$ cat config.mk
export PLATFORM = sky130hd
export DESIGN_NAME = digit_result_tx_flat
export DESIGN_NICKNAME = d
export VERILOG_FILES = /design/src/rtl/digit_result_tx_pkg.sv /design/src/rtl/digit_result_tx_if.sv /design/src/rtl/digit_result_tx_fifo.sv /design/src/rtl/digit_result_tx.sv /design/src/flat_wrapper.sv
export SDC_FILE = /design/constraint.sdc
export NUM_CORES = 1
export LEC_CHECK = 0
export CORE_MARGIN = 10
export CORE_UTILIZATION = 57
export DETAILED_ROUTE_END_ITERATION = 6
export PLACE_DENSITY = 0.79
export SLEW_MARGIN = 20
export SYNTH_ARGS = -nofsm -noshare
export SYNTH_HDL_FRONTEND = slang
export SYNTH_SLANG_ARGS = --single-unit
$ cat constraint.sdc
create_clock -name clk -period 3.15 [get_ports clk]
set_input_delay 0.4725 -clock clk [delete_from_list [all_inputs] [get_ports clk]]
set_output_delay 0.4725 -clock clk [all_outputs]
set_load 0.01 [all_outputs]
$ cat src/rtl/digit_result_tx_pkg.sv
// Shared types and constants for the classifier result transmitter.
package cnn_result_pkg;

    localparam logic [7:0]  HEADER_DEFAULT = 8'hA5;
    localparam int unsigned FRAME_BYTES    = 5;

    typedef logic [2:0] byte_idx_t;

    typedef enum logic {
        IDLE,
        SEND
    } tx_state_t;

    typedef struct packed {
        logic [3:0]  idx;
        logic [15:0] val;
    } result_entry_t;

    // Byte n of a frame: header, {seq, class}, score MSB, score LSB, XOR checksum.
    function automatic logic [7:0] frame_byte(
        input result_entry_t entry,
        input logic [3:0]    seq,
        input byte_idx_t     idx,
        input logic [7:0]    header
    );
        logic [7:0] b1;
        b1 = {seq, entry.idx};
        case (idx)
            3'd0:    frame_byte = header;
            3'd1:    frame_byte = b1;
            3'd2:    frame_byte = entry.val[15:8];
            3'd3:    frame_byte = entry.val[7:0];
            3'd4:    frame_byte = header ^ b1 ^ entry.val[15:8] ^ entry.val[7:0];
            default: frame_byte = '0;
        endcase
    endfunction

endpackage

$ cat src/rtl/digit_result_tx_if.sv
// Byte-wide valid/ready stream toward the UART/PS bridge.
interface digit_result_tx_if;
    logic [7:0] tx_data;
    logic       tx_valid;
    logic       tx_ready;
    logic       tx_last;

    modport master (output tx_data, output tx_valid, output tx_last, input tx_ready);
    modport slave  (input tx_data, input tx_valid, input tx_last, output tx_ready);
endinterface

$ cat src/rtl/digit_result_tx_fifo.sv
// Synchronous FIFO with a combinational head read (first-word fall-through).
module result_fifo #(
    parameter int unsigned WIDTH = 20,
    parameter int unsigned DEPTH = 4
) (
    input  logic             clk,
    input  logic             rst,
    input  logic             push,
    input  logic             pop,
    input  logic [WIDTH-1:0] wdata,
    output logic [WIDTH-1:0] rdata,
    output logic             full,
    output logic             empty
);
    localparam int unsigned AW = (DEPTH > 1) ? $clog2(DEPTH) : 1;

    if (DEPTH < 2 || (DEPTH & (DEPTH - 1)) != 0) begin : g_bad_depth
        $error("result_fifo: DEPTH must be a power of two >= 2");
    end

    logic [WIDTH-1:0] mem [DEPTH];
    logic [AW-1:0]    wptr, rptr;
    logic [AW:0]      count;
    logic             do_push, do_pop;

    assign empty   = (count == '0);
    assign full    = (count == (AW+1)'(DEPTH));
    assign do_pop  = pop && !empty;
    assign do_push = push && (!full || do_pop);
    assign rdata   = mem[rptr];

    // Storage array; contents need no reset because count gates visibility.
    always_ff @(posedge clk) begin
        if (do_push) begin
            mem[wptr] <= wdata;
        end
    end

    // Pointer and occupancy tracking.
    always_ff @(posedge clk) begin
        if (rst) begin
            wptr  <= '0;
            rptr  <= '0;
            count <= '0;
        end else begin
            if (do_push) wptr <= wptr + 1'b1;
            if (do_pop)  rptr <= rptr + 1'b1;
            count <= count + (AW+1)'(do_push) - (AW+1)'(do_pop);
        end
    end

endmodule

$ cat src/rtl/digit_result_tx.sv
// Buffers classifier decisions and streams each as a 5-byte checksummed frame.
module digit_result_tx
    import cnn_result_pkg::*;
#(
    parameter int unsigned DATA_WIDTH = 16,
    parameter int unsigned N_MATS     = 10,
    parameter int unsigned FIFO_DEPTH = 4,
    parameter logic [7:0]  HEADER     = HEADER_DEFAULT
) (
    input  logic                      clk,
    input  logic                      rst,
    input  logic [DATA_WIDTH-1:0]     max_in,
    input  logic [$clog2(N_MATS)-1:0] index_in,
    input  logic                      valid_in,
    digit_result_tx_if.master         tx,
    output logic                      busy,
    output logic                      overflow,
    output logic [7:0]                frame_cnt
);
    if (DATA_WIDTH != 16) begin : g_bad_width
        $error("digit_result_tx: DATA_WIDTH must be 16");
    end
    if ($clog2(N_MATS) > 4) begin : g_bad_classes
        $error("digit_result_tx: $clog2(N_MATS) must be <= 4");
    end

    tx_state_t     state, state_d;
    byte_idx_t     byte_idx, byte_idx_d;
    result_entry_t frame_q, frame_d, head, push_entry;
    logic [3:0]    seq_q, seq_d;
    logic [7:0]    cnt_d;
    logic          fifo_push, fifo_pop, fifo_full, fifo_empty;
    logic          hs, last_hs, drop;

    assign push_entry = {4'(index_in), max_in};
    assign hs         = (state == SEND) && tx.tx_ready;
    assign last_hs    = hs && (byte_idx == byte_idx_t'(FRAME_BYTES - 1));
    // A full FIFO still accepts when the head leaves in the same cycle.
    assign fifo_push  = valid_in && !rst && (!fifo_full || fifo_pop);
    assign drop       = valid_in && !fifo_push;

    result_fifo #(
        .WIDTH ($bits(result_entry_t)),
        .DEPTH (FIFO_DEPTH)
    ) u_fifo (
        .clk   (clk),
        .rst   (rst),
        .push  (fifo_push),
        .pop   (fifo_pop),
        .wdata (push_entry),
        .rdata (head),
        .full  (fifo_full),
        .empty (fifo_empty)
    );

    // Next-state logic: load a frame when idle, advance bytes, reload back-to-back.
    always_comb begin
        state_d    = state;
        byte_idx_d = byte_idx;
        frame_d    = frame_q;
        seq_d      = seq_q;
        cnt_d      = frame_cnt;
        fifo_pop   = 1'b0;
        case (state)
            IDLE: begin
                if (!fifo_empty) begin
                    fifo_pop = 1'b1;
                    state_d  = SEND;
                end
            end
            SEND: begin
                if (hs) begin
                    byte_idx_d = byte_idx_t'(byte_idx + 3'd1);
                    if (last_hs) begin
                        cnt_d = frame_cnt + 8'd1;
                        if (!fifo_empty) fifo_pop = 1'b1;
                        else             state_d  = IDLE;
                    end
                end
            end
            default: state_d = IDLE;
        endcase
        // seq follows the post-increment count so a reloaded frame gets the next number.
        if (fifo_pop) begin
            frame_d    = head;
            seq_d      = cnt_d[3:0];
            byte_idx_d = '0;
        end
    end

    // State, frame register, counters and sticky overflow.
    always_ff @(posedge clk) begin
        if (rst) begin
            state     <= IDLE;
            byte_idx  <= '0;
            frame_q   <= '0;
            seq_q     <= '0;
            frame_cnt <= '0;
            overflow  <= 1'b0;
        end else begin
            state     <= state_d;
            byte_idx  <= byte_idx_d;
            frame_q   <= frame_d;
            seq_q     <= seq_d;
            frame_cnt <= cnt_d;
            overflow  <= overflow | drop;
        end
    end

    // Stream outputs, all derived from registered state.
    always_comb begin
        tx.tx_valid = (state == SEND);
        tx.tx_last  = (state == SEND) && (byte_idx == byte_idx_t'(FRAME_BYTES - 1));
        tx.tx_data  = (state == SEND) ? frame_byte(frame_q, seq_q, byte_idx, HEADER) : '0;
        busy        = (state != IDLE) || !fifo_empty;
    end

endmodule
$ cat src/flat_wrapper.sv
// flat-port wrapper written by rule: the top's interface ports become plain ports
module digit_result_tx_flat import cnn_result_pkg::*;
#(
    parameter int unsigned DATA_WIDTH = 16,
    parameter int unsigned N_MATS     = 10,
    parameter int unsigned FIFO_DEPTH = 4,
    parameter logic [7:0]  HEADER     = HEADER_DEFAULT
)
  (clk, rst, max_in, index_in, valid_in, busy, overflow, frame_cnt, tx_tx_data, tx_tx_valid, tx_tx_last, tx_tx_ready);
  digit_result_tx_if tx_i ();
  input  logic clk;
  input  logic rst;
  input  logic [DATA_WIDTH-1:0] max_in;
  input  logic [$clog2(N_MATS)-1:0] index_in;
  input  logic valid_in;
  output logic busy;
  output logic overflow;
  output logic [7:0] frame_cnt;
  output wire logic [$bits(tx_i.tx_data)-1:0] tx_tx_data;
  output wire logic [$bits(tx_i.tx_valid)-1:0] tx_tx_valid;
  output wire logic [$bits(tx_i.tx_last)-1:0] tx_tx_last;
  input wire logic [$bits(tx_i.tx_ready)-1:0] tx_tx_ready;
  assign tx_tx_data = tx_i.tx_data;
  assign tx_tx_valid = tx_i.tx_valid;
  assign tx_tx_last = tx_i.tx_last;
  assign tx_i.tx_ready = tx_tx_ready;
  digit_result_tx #(.DATA_WIDTH(DATA_WIDTH), .N_MATS(N_MATS), .FIFO_DEPTH(FIFO_DEPTH), .HEADER(HEADER)) u_core (.clk(clk), .rst(rst), .max_in(max_in), .index_in(index_in), .valid_in(valid_in), .tx(tx_i), .busy(busy), .overflow(overflow), .frame_cnt(frame_cnt));
endmodule
### After elaboration in Yosys (flattened, before gate mapping)

Memories as Yosys holds them, arrays and structs flattened. A register that Yosys moved wholly into a read port is not among the register bits.
Cells that the tools add are included.

| cells by class | value |
|---|---|
| bitwise operators | 5 |
| muxes and demuxes | 14 |
| add/subtract/negate cells | 6 |
| eq/ne operators | 5 |
| reduce and logical (&&, ||, !) cells | 20 |

Operators by type and width:

| cell | count |
|---|---|
| 8-bit case mux with 5 select lines | 1 |
| 8-bit bitwise XOR | 2 |
| 4-bit 2-to-1 mux | 3 |
| 8-bit by 1-bit adder with 8-bit output, second input constant | 1 |
| 1-bit logical AND | 8 |
| 8-bit 2-to-1 mux | 1 |
| 1-bit 2-to-1 mux | 7 |
| 3-bit by 2-bit equality test with 1-bit output, second input constant | 2 |
| 3-bit equality test, second input constant | 2 |
| 3-bit zero test | 2 |
| 2-bit by 1-bit adder with 2-bit output, second input constant | 2 |
| 1-bit zero test | 4 |
| 4-bit inverter | 1 |
| 1-bit case mux with 2 select lines | 2 |
| 3-bit by 1-bit adder with 3-bit output | 1 |
| 3-bit by 1-bit adder with 3-bit output, second input constant | 1 |
| 3-bit by 1-bit equality test with 1-bit output, second input constant | 1 |
| 1-bit logical OR | 3 |
| 3-bit AND reduction | 1 |
| 3-bit by 1-bit subtractor with 3-bit output | 1 |
| 2-bit AND reduction | 1 |
| 2-bit OR reduction | 1 |
| 1-bit inverter | 1 |
| 1-bit bitwise OR | 1 |

| storage, ports and cells | value |
|---|---|
| output and inout port bits | 20 |
| register bits after elaboration | 24 |
| memories kept | 1 |
| RAM bits | 80 |
| input port bits | 24 |

Memories:

| name | depth | width | read ports | clocked after memory_dff | write ports | RTL line | text |
|---|---|---|---|---|---|---|---|
| u_core.u_fifo.mem | 4 | 20 | 1 | 1 | 1 | digit_result_tx_fifo.sv:21 | `logic [WIDTH-1:0] mem [DEPTH];` |

### Longest topological paths before layout

Gate-level depths: netlist of the first run.

| depth | value |
|---|---|
| depth in word-level cells | 10 |
| mapped depth | 12 |
| depth with buffers taken out | 12 |

### Modules after synthesis

Synthesis of the first run repeated with hierarchy kept, for this count alone.

| second synthesis, totals | value |
|---|---|
| cells, all modules | 378 |
| area total of the unflattened synthesis | 5362.6 µm² |

By module, submodules not included:

| module | area each (µm²) | cells an instance | instances |
|---|---|---|---|
| result_fifo | 3369.5 | 151 | 1 |
| digit_result_tx | 1993.2 | 227 | 1 |

### Least setup slack after synthesis of the first run

Ideal clock, no wire load.

| timing | value |
|---|---|
| path kind | register to register |
| start | register u_core.byte_idx[0] |
| end | register u_core.u_fifo.count[1] |
| arrival | 2362 ps |
| clock period less this slack | 2491 ps |
| setup slack | 659 ps |
| buffers on the path | 0 |
| stages on the path, launching flop included | 12 |
| path through | dfxtp_1 > inv_1 > ha_1 > and3_1 > o41ai_4 > nor2_1 > inv_1 > ha_1 > inv_1 > ha_1 > fa_1 > nor2b_1 |

| between the ends | value |
|---|---|
| longest elaborated chain between the ends | 10 |
| elaborated cells on any way between the ends | 12 |
| classes of those cells | 2 x add/sub; 1 x eq/ne; 3 x mux; 6 x reduce/logical |

RTL lines:

| item | RTL line | text |
|---|---|---|
| start: declaration | digit_result_tx.sv:28 | `byte_idx_t byte_idx, byte_idx_d;` |
| start signal: assignment | digit_result_tx.sv:102 | `byte_idx <= byte_idx_d;` |
| 3-bit equality test (*) | digit_result_tx.sv:37 | `assign last_hs = hs && (byte_idx == byte_idx_t'(FRAME_BYTES - 1));` |
| 1-bit logical AND (*) | digit_result_tx.sv:37 |  |
| 1-bit 2-to-1 mux (*) | digit_result_tx.sv:74 | `if (last_hs) begin` |
| 1-bit 2-to-1 mux (*) | digit_result_tx.sv:72 | `if (hs) begin` |
| 1-bit case mux with 2 select lines (*) | digit_result_tx.sv:64 | `case (state)` |
| 1-bit logical OR or 1-bit logical AND (tied branches) | digit_result_tx.sv:39, digit_result_tx_fifo.sv:28 |  |
| 1-bit logical AND or 1-bit logical OR (tied branches) | digit_result_tx.sv:39, digit_result_tx_fifo.sv:29 |  |
| 1-bit logical AND | digit_result_tx_fifo.sv:29 | `assign do_push = push && (!full \|\| do_pop);` |
| 3-bit by 1-bit adder with 3-bit output | digit_result_tx_fifo.sv:48 | `count <= count + (AW+1)'(do_push) - (AW+1)'(do_pop);` |
| 3-bit by 1-bit subtractor with 3-bit output (*) | digit_result_tx_fifo.sv:48 |  |
| end signal: assignment | digit_result_tx_fifo.sv:48 |  |
| end: declaration | digit_result_tx_fifo.sv:23 | `logic [AW:0] count;` |

Every way passes the cells marked *; elsewhere a longest branch is shown, timed or not.
A chain may end at the register's enable or synchronous reset.

### Worst setup path after layout of the first run

| timing | value |
|---|---|
| start | register u_core.byte_idx[0] |
| end | output port tx_tx_data[6] |

| between the ends | value |
|---|---|
| longest elaborated chain between the ends | 3 |
| elaborated cells on any way between the ends | 7 |
| classes of those cells | 4 x eq/ne; 2 x mux; 1 x reduce/logical |

RTL lines:

| item | RTL line | text |
|---|---|---|
| 3-bit equality test (tied with other cells) | digit_result_tx_pkg.sv:28 | `case (idx)` |
| 8-bit case mux with 5 select lines (*) | digit_result_tx_pkg.sv:28 |  |
| 8-bit 2-to-1 mux (*) | digit_result_tx.sv:114 | `tx.tx_data = (state == SEND) ? frame_byte(frame_q, seq_q, byte_idx, HEADER) : '0;` |
| end: declaration | flat_wrapper.sv:19 | `output wire logic [$bits(tx_i.tx_data)-1:0] tx_tx_data;` |

Marks and branches as above.

==> flow_metrics.env, run 1 <==
export IMPL_vias=3184
export IMPL_finalHoldViolations=0
export IMPL_post_dp_hpwl_um=6550
export IMPL_cts_tree="done"
export IMPL_arrival_ps=2540
export IMPL_fp_dieH_um=115
export IMPL_cp_max_fo=8
export IMPL_synthCells=380
export IMPL_numCtsBuffers=17
export IMPL_drc=0
export IMPL_cp_start_kind="flop"
export IMPL_startpoint="u_core.byte_idx[0]$_SDFFE_PP0P_"
export IMPL_clockBufferDepth=2
export IMPL_core_rowCount=34
export IMPL_seq_area_mm2=0.00328
export IMPL_holdWs_ps=474
export IMPL_synth_simple_area_share_pct=9.70
export IMPL_synthArstFlopShare_pct=0
export IMPL_first_global_vias=3241
export IMPL_synth_area_top_cells="edfxtp_1 47%, dfxtp_1 17%, mux4_2 8.8%"
export IMPL_synth_top_cell_area_share_pct=46.7
export IMPL_die_area_mm2=0.0132
export IMPL_post_route_min_period_ps=3020
export IMPL_yosysUniqueCellTypes=43
export IMPL_area_growth_pct=22.7
export IMPL_hp_start="u_core.overflow$_SDFF_PP0_"
export IMPL_synth_top_family_by_area="simple AND/OR/NAND/NOR gates"
export IMPL_synth_edf_count=80
export IMPL_tightestPinTransition_ps=1040
export IMPL_synthAdderAreaFrac_pct=3.31
export IMPL_grt_usage_pct=16.7
export IMPL_fin_crit_sh_pct=95.8
export IMPL_setup_worst_path_end_class="output pin"
export IMPL_criticalPathCategory="flop to output pin"
export IMPL_syn_area_mm2=0.00515
export IMPL_core_mm2=0.00876
export IMPL_cts_num_sinks=124
export IMPL_yosys_area_top_type="edfxtp_1"
export IMPL_fin_ws_ps=134
export IMPL_clk_pin_slew_ps=60
export IMPL_finalSetupViolations=0
export IMPL_root_buffer="clkbuf_8"
export IMPL_vias_per_cell=5.75
export IMPL_ant_nets=0
export IMPL_wl_per_cell_um=18.6
export IMPL_crit_required_ps=2680
export IMPL_drt_first_pass_iters=7
export IMPL_yosys_mux_area_fraction_pct=9.14
export IMPL_drive_gt1_share_pct=15.9
export IMPL_cap_violations=0
export IMPL_ys_seq_area_share_pct=63.8
export IMPL_io_pins=44
export IMPL_grt_antenna_before_repair=0
export IMPL_fmax_mhz=332
export IMPL_drt_iter0_drc=208
export IMPL_synth_xor_area_share_pct=3.91
export IMPL_outcome="complete, no violations"
export IMPL_diodes=0
export IMPL_grt_max_degree=44
export IMPL_h_tree_depth=4
export IMPL_nNetsFinal=470
export IMPL_report_final_slew_viol_count=0
export IMPL_overflow=0
export IMPL_numPortBuffers=43
export IMPL_synth_compound_area_share_pct=7.61
export IMPL_cellPowerDensity_mw_per_mm2=846
export IMPL_gp_congestion=0.828
export IMPL_syn_num_nets=417
export IMPL_place_ws_ps=220
export IMPL_routed_wl_um=10300
export IMPL_worst_ir_drop_vdd_mv=0.590
export IMPL_start_util_pct=58.7
export IMPL_grt_setup_unrepaired="no"
export IMPL_clk_latency_ps=500
export IMPL_slew_headroom_pct=30.7
export IMPL_synth_warnings=0
export IMPL_tns_ps=0
export IMPL_grt_pass1_wl_um=17300
export IMPL_synth_seq_cells=124
export IMPL_die_w_um=115
export IMPL_fillers=591
export IMPL_r2r_start="u_core.byte_idx[0]$_SDFFE_PP0P_"
export IMPL_leakage_uw=0.00216
export IMPL_yosys_most_used_dff="edfxtp_1"
export IMPL_multi_input_area_mm2=0.00176
export IMPL_fin_skew_ps=6.00
export IMPL_avgSynthCellArea_um2=13.5
export IMPL_hold_class="flop to flop"
-- kinds of logic after synthesis --
logic type      count (synthesis)
xor+xnor                       23
fa+ha+maj                      13
compound gates                 58
simple gates                  110
mux                            22
buf+inv                        30
flops                         124
-- area by class of cell --
type                       instances  area share (%)
sequential                       124            52.0
clock inverter                    15            2.79
tap                              108            2.14
multi-input combinational        226            27.8
clock buffer                      17            6.56
timing repair buffer              53            8.05
inverter                          11           0.654
-- where the power goes --
group,switching (µW),internal (µW)
Combinational,688,635
Clock,743,1160
Sequential,179,1940
Total,1610,3730
-- registers in the layout, summed over array words and instances (netlist names) --
name / flops
u_core.byte_idx: 3
u_core.frame_cnt: 8
u_core.frame_q: 20
u_core.overflow: 1
u_core.seq_q: 4
u_core.tx.tx_valid: 1
u_core.u_fifo.count: 3
u_core.u_fifo.mem: 80
u_core.u_fifo.rptr: 2
u_core.u_fifo.wptr: 2
-- per-layer routing --
| layer | part of all wire [%] | track usage [%] |
|---|---|---|
| met1 | 43 | 20.8 |
| met2 | 50 | 26.4 |
| met3 | 5.5 | 5.57 |
| met4 | 1.5 | 6.60 |
| met5 | 0 | 0 |
-- timing repair --
item                       4_1_cts  5_1_grt
buffers inserted                 0        1
hold buffers                     0        0
resized for setup                2        4
pin swaps                        0        1
setup endpoints to repair        3        8
-- metrics by stage --
stage	std cells	instance area [µm²]	total power (µW)	utilization (%)
4_1_cts	553	6290	5360	71.7
5_1_grt	554	6310	5630	72.0
3_5_place_dp	521	5690	3450	64.9
3_3_place_gp	521	5690	3400	64.9
6_report	554	6310	5340	72.0
2_1_floorplan	380	5150	3070	-
-- path summary, 6_finish.rpt --
kind / endpoint / slack, ps / depth (start not counted)
max: tx_tx_data[6] / 130 / 7
min: u_core.overflow$_SDFF_PP0_ / 470 / 2
max reg2reg: u_core.u_fifo.count[2]$_SDFF_PP0_ / 560 / 12
min reg2reg: u_core.overflow$_SDFF_PP0_ / 470 / 2
-- cell usage after synthesis (4+ instances only) --
cell type / number
clkbuf_1: 8
xnor2_1: 21
ha_1: 12
mux4_2: 20
dfxtp_1: 44
buf_2: 8
a222oi_1: 4
nand2_1: 53
o21ai_0: 4
and2_1: 4
nor2_1: 24
nor3_1: 5
inv_1: 10
a21oi_1: 35
edfxtp_1: 80
nand3_1: 7
nor2b_1: 4
-- cell usage in the layout (no fill, tap or decap), types with 4 or more instances in the layout --
cell type,instances
inv_6,8
and2_1,4
a21oi_1,35
ha_1,10
o21ai_0,4
dfxtp_1,44
nand2_1,53
edfxtp_1,80
nand3_1,7
buf_4,10
inv_1,10
clkbuf_16,16
a222oi_1,4
nor3_1,5
xnor2_1,21
mux4_2,20
clkinv_4,4
nor2_1,24
clkdlybuf4s50_1,42
-- worst max-delay path, stage by stage (launching register included) --
cell and delay [ps]:
dfxtp_1 330, inv_1 160, ha_2 260, nor2b_4 250
o41ai_4 100, buf_4 190, a21oi_1 180, clkdlybuf4s50_1 570
No activity file was read; power rests on OpenSTA's default activity.
==> run 2: changes to the inputs <==
--- a/config.mk
+++ b/config.mk
@@ -5,7 +5,8 @@
 export SDC_FILE = /design/constraint.sdc
 export NUM_CORES = 1
 export LEC_CHECK = 0
-export CORE_MARGIN = 10
+export CORE_ASPECT_RATIO = 0.9
+export CORE_MARGIN = 3
 export CORE_UTILIZATION = 57
 export DETAILED_ROUTE_END_ITERATION = 6
 export PLACE_DENSITY = 0.79
==> run 2 against run 1 <==
- first-iteration DRC count decreased by 33%
- register-to-register slack improved by 40 ps
- largest cell class unchanged
- worst hold slack better by 9.0 ps
- flip-flop and latch count did not move
- non-clock buffer count is 1 higher
- largest power group unchanged
- combinational power barely moved
==> flow_metrics.env, run 2 (synthesis gave the netlist of run 1 again) <==
export IMPL_outcome="complete, no violations"
export IMPL_crit_required_ps=2680
export IMPL_fin_crit_sh_pct=96.8
export IMPL_fmax_mhz=328
export IMPL_grt_antenna_before_repair=0
export IMPL_grt_pass1_wl_um=17000
export IMPL_root_buffer="clkbuf_8"
export IMPL_core_mm2=0.00869
export IMPL_rr_endpoint="u_core.u_fifo.count[2]$_SDFF_PP0_"
export IMPL_setup_worst_path_end_class="output pin"
export IMPL_drc=0
export IMPL_area_growth_pct=23.5
export IMPL_worst_hold_path_endpoint="u_core.frame_q[16]$_SDFFE_PP0N_"
export IMPL_start_util_pct=59.2
export IMPL_layout_common_cells="80 x edfxtp_1, 53 x nand2_1, 43 x dfxtp_1"
export IMPL_overflow=0
export IMPL_cellPowerDensity_mw_per_mm2=850
export IMPL_clk_pin_slew_ps=60
export IMPL_grt_usage_pct=22.4
export IMPL_wl_per_cell_um=18.8
export IMPL_leakage_uw=0.00220
export IMPL_finalSetupViolations=0
export IMPL_ant_nets=0
export IMPL_fin_cells=566
export IMPL_criticalPathCategory="flop to output pin"
export IMPL_fin_ws_ps=101
export IMPL_largest_register="u_core.u_fifo.mem"
export IMPL_core_rowCount=32
export IMPL_fin_skew_ps=6.75
export IMPL_reg_top3="u_core.u_fifo.mem x80, u_core.frame_q x20, u_core.frame_cnt x8"
export IMPL_diodes=0
export IMPL_drive_gt1_share_pct=16.6
export IMPL_reg2reg_slack_ps=600
export IMPL_drt_iter0_drc=139
export IMPL_numPlacedInstances=532
export IMPL_place_ws_ps=169
export IMPL_clockBufferDepth=2
export IMPL_nNetsFinal=471
export IMPL_timing_hold_worst_path_depth=2
export IMPL_report_final_slew_viol_count=0
export IMPL_largest_reg_flops=80
export IMPL_gp_congestion=0.868
export IMPL_rr_worst_depth=12
export IMPL_vias=3278
export IMPL_drt_first_pass_iters=4
export IMPL_h_tree_depth=4
export IMPL_holdWs_ps=483
export IMPL_numPortBuffers=43
export IMPL_cts_tree="done"
export IMPL_first_global_vias=3341
export IMPL_vias_per_cell=5.79
export IMPL_numCtsBuffers=17
export IMPL_post_dp_hpwl_um=6480
export IMPL_cts_num_sinks=124
export IMPL_post_route_min_period_ps=3050
export IMPL_fin_util_pct=73.1
export IMPL_slew_headroom_pct=28.9
export IMPL_r2r_start="u_core.byte_idx[0]$_SDFFE_PP0P_"
export IMPL_fp_dieH_um=96.1
export IMPL_worst_ir_drop_vdd_mv=0.550
export IMPL_routed_wl_um=10600
export IMPL_hold_class="flop to flop"
export IMPL_die_w_um=106
export IMPL_grt_max_degree=44
export IMPL_clk_latency_ps=510
export IMPL_cp_max_fo=5
export IMPL_tightestPinTransition_ps=1070
export IMPL_io_pins=44
export IMPL_hp_start="u_core.frame_q[16]$_SDFFE_PP0N_"
export IMPL_die_area_mm2=0.0102
export IMPL_finalHoldViolations=0
export IMPL_cap_violations=0
export IMPL_arrival_ps=2580
export IMPL_mostFrequentLayoutCell="edfxtp_1"
export IMPL_cp_start_kind="flop"
[run 2: cell types whose count changed in the layout (fill, tap and decap cells not counted), sizes merged]
cell	before	now
bufinv	2	3
clkdlybuf4s50	42	40
buf	10	11
clkinvlp	0	3
inv	20	16
dlymetal6s2s	1	3
[run 2: timing repair]
action	4_1_cts	5_1_grt
cloned	0	0
pin swaps	1	0
hold buffers	0	0
setup endpoints to repair	8	8
setup buffers	2	0
resized for setup	1	7
[run 2: worst max path at each step]
stage,start,end,slack (ps),cells past startpoint
2_1_floorplan,u_core.byte_idx[0]$_SDFFE_PP0P_,u_core.u_fifo.count[1]$_SDFF_PP0_,660,11
3_3_place_gp,tx_tx_ready,u_core.u_fifo.mem[3][14]$_DFFE_PP_,290,5
3_5_place_dp,tx_tx_ready,u_core.u_fifo.mem[3][14]$_DFFE_PP_,170,5
6_report,u_core.byte_idx[0]$_SDFFE_PP0P_,tx_tx_data[6],100,7
4_1_cts,u_core.byte_idx[0]$_SDFFE_PP0P_,tx_tx_data[7],20,7
5_1_grt,u_core.byte_idx[0]$_SDFFE_PP0P_,tx_tx_data[3],-5,7
[run 2: layout make-up]
type                       instances  area [µm²]
fill                             585        2330
timing repair buffer              54         520
clock buffer                      17         414
multi-input combinational        226        1760
tap                              119         149
inverter                          11        41.3
clock inverter                    15         189
sequential                       124        3280
[run 2: routing by layer]
metal	up-vias	track usage [%]	wire (µm)
li1	1520	-	-
met2	123	38.4	5470
met3	19	6.17	647
met4	0	11.2	221
met1	1616	26.4	4290
met5	-	0	0
[run 2: metrics by stage]
step	instance area (µm²)	setup TNS, ps	total power, µW
floorplan	5150	0	3070
global placement	5700	0	3400
detailed placement	5700	0	3450
CTS	6320	0	5430
global route	6350	-5.33	5660
finish	6350	0	5400
[run 2: power breakdown]
group	internal (µW)	leakage (µW)	switching (µW)	total [µW]
clock network	1220	0.000289	724	1940
logic	637	0.000822	686	1320
registers	1940	0.00109	194	2130
[run 2: worst max-delay path, stage by stage, from the launching register on]
cell             delay, ps
dfxtp_1                330
inv_1                  160
ha_1                   290
nor2b_4                260
o41ai_4                 90
buf_4                  180
a21oi_1                170
clkdlybuf4s50_1        580
==> run 3: changes to the inputs <==
==> constraint.sdc (replaced) <==
create_clock -name clk -period 3 [get_ports clk]
set_input_delay 0.45 -clock clk [delete_from_list [all_inputs] [get_ports clk]]
set_output_delay 0.45 -clock clk [all_outputs]
set_load 0.01 [all_outputs]
==> run 3 against run 2 <==
- largest cell class unchanged
- register-to-register slack got worse by 170 ps
- die area is the same
- highest routed layer unchanged
- worst hold slack got worse by 15 ps
==> flow_metrics.env, run 3 (synthesis gave the netlist of run 1 again) <==
export IMPL_fp_dieH_um=96.1
export IMPL_drive_gt1_share_pct=17.2
export IMPL_pwr_share_clk_pct=34.0
export IMPL_grt_max_degree=44
export IMPL_sw_frac_of_total_pct=30.4
export IMPL_die_w_um=106
export IMPL_numPortBuffers=43
export IMPL_h_tree_depth=4
export IMPL_post_route_min_period_ps=2870
export IMPL_post_dp_hpwl_um=6220
export IMPL_worst_ir_drop_vdd_mv=0.471
export IMPL_grt_pass1_wl_um=16000
export IMPL_routed_wl_um=10200
export IMPL_cap_violations=0
export IMPL_leakage_uw=0.00226
export IMPL_core_rowCount=32
export IMPL_clk_latency_ps=510
export IMPL_setup_worst_path_end_class="output pin"
export IMPL_outcome="complete, no violations"
export IMPL_cts_tree="done"
export IMPL_postLayoutCellArea_mm2=0.00636
export IMPL_report_final_slew_viol_count=0
export IMPL_wl_per_cell_um=17.9
export IMPL_crit_required_ps=2550
export IMPL_gp_congestion=0.869
export IMPL_grt_usage_pct=21.1
export IMPL_grt_setup_unrepaired="no"
export IMPL_mostFrequentLayoutCell="edfxtp_1"
export IMPL_grt_antenna_before_repair=0
export IMPL_r2r_start="u_core.byte_idx[0]$_SDFFE_PP0P_"
export IMPL_seq_power_share_pct=40.7
export IMPL_layout_common_cells="80 x edfxtp_1, 53 x nand2_1, 44 x dfxtp_1"
export IMPL_cp_endpoint="tx_tx_data[4]"
export IMPL_area_growth_pct=23.6
export IMPL_drt_first_pass_iters=5
export IMPL_fmax_mhz=349
export IMPL_vias=3239
export IMPL_power_frac_comb_pct=25.2
export IMPL_rr_worst_depth=12
export IMPL_fin_crit_sh_pct=95.6
export IMPL_start_util_pct=59.2
export IMPL_tns_ps=0
export IMPL_vias_per_cell=5.66
export IMPL_cp_start_kind="flop"
export IMPL_cellPowerDensity_mw_per_mm2=863
export IMPL_io_pins=44
export IMPL_clockBufferDepth=2
export IMPL_overflow=0
export IMPL_reg_top3="u_core.u_fifo.mem x80, u_core.frame_q x20, u_core.frame_cnt x8"
export IMPL_arrival_ps=2420
export IMPL_finalHoldViolations=0
export IMPL_clk_pin_slew_ps=60
export IMPL_first_global_vias=3171
export IMPL_diodes=0
export IMPL_power_switching_uw=1670
export IMPL_cp_max_fo=8
export IMPL_p_int_uw=3820
export IMPL_rr_endpoint="u_core.u_fifo.count[2]$_SDFF_PP0_"
export IMPL_hold_class="flop to flop"
export IMPL_largest_reg_flops=80
export IMPL_nNetsFinal=477
export IMPL_drt_iter0_drc=236
export IMPL_core_mm2=0.00869
export IMPL_startpoint="u_core.byte_idx[1]$_SDFFE_PP0P_"
export IMPL_numCtsBuffers=17
export IMPL_reg2reg_slack_ps=430
export IMPL_ant_nets=0
export IMPL_die_area_mm2=0.0102
export IMPL_drc=0
export IMPL_fin_skew_ps=7.55
export IMPL_largest_register="u_core.u_fifo.mem"
export IMPL_tightestPinTransition_ps=514
export IMPL_finalSetupViolations=0
export IMPL_slew_headroom_pct=65.7
export IMPL_placed_cell_area_mm2=0.00573
export IMPL_root_buffer="clkbuf_8"
export IMPL_criticalPathCategory="flop to output pin"
export IMPL_cts_num_sinks=124
[run 3: final cells by class]
class / count / area (µm²)
clock inverter: 15 / 140
inverter: 11 / 41.3
clock buffer: 17 / 414
tap: 119 / 149
sequential: 124 / 3280
multi-input combinational: 226 / 1760
timing repair buffer: 60 / 571
fill: 551 / 2330
[run 3: worst max-delay path: stages (launching register included)]
cell and delay, ps:
dfxtp_1 380, inv_1 110, ha_1 210, nor2b_1 140, buf_4 170, o41ai_4 230, buf_4 170, buf_4 110
a21oi_1 60, dlygate4sd2_1 320
[run 3: worst min-delay path by stage]
stage	from	end	cells past startpoint
final	u_core.frame_q[18]$_SDFFE_PP0N_	u_core.frame_q[18]$_SDFFE_PP0N_	2
after global placement	u_core.frame_q[18]$_SDFFE_PP0N_	u_core.frame_q[18]$_SDFFE_PP0N_	2
after CTS	u_core.frame_q[18]$_SDFFE_PP0N_	u_core.frame_q[18]$_SDFFE_PP0N_	2
after global routing	u_core.frame_q[18]$_SDFFE_PP0N_	u_core.frame_q[18]$_SDFFE_PP0N_	2
after floorplan	u_core.frame_q[16]$_SDFFE_PP0N_	u_core.frame_q[16]$_SDFFE_PP0N_	2
after detailed placement	u_core.frame_q[18]$_SDFFE_PP0N_	u_core.frame_q[18]$_SDFFE_PP0N_	2
[run 3: routing by layer]
| layer | wire length [µm] | global-route usage, % | vias to the layer above |
|---|---|---|---|
| li1 | - | - | 1516 |
| met1 | 4110 | 27.6 | 1561 |
| met2 | 5100 | 33.4 | 144 |
| met3 | 784 | 5.97 | 18 |
| met4 | 234 | 9.17 | 0 |
| met5 | 0 | 0 | - |
[run 3: metrics by stage]
stage,cells,total power [µW],setup WS [ps],util (%),hold slack (ps)
after floorplan,380,3230,509,-,446
after global placement,536,3580,186,66.0,459
after detailed placement,536,3620,97.2,66.0,458
after CTS,571,5520,15.0,72.9,468
after global routing,572,5780,36.9,73.2,492
final,572,5490,133,73.2,468
[run 3: repair_timing]
action,CTS,global route
hold buffers,0,0
buffers inserted,3,1
endpoints found under the setup margin,8,6
endpoints found under the hold margin,0,0
gates resized for setup,8,7
pin swaps,1,0
[run 3: power groups by stage]
stage / clock, µW / sequential, µW / combinational, µW
2_1_floorplan: 0 / 2200 / 1030
3_3_place_gp: 0 / 2250 / 1330
3_5_place_dp: 0 / 2260 / 1360
4_1_cts: 1900 / 2230 / 1390
5_1_grt: 1990 / 2260 / 1530
6_report: 1870 / 2240 / 1380
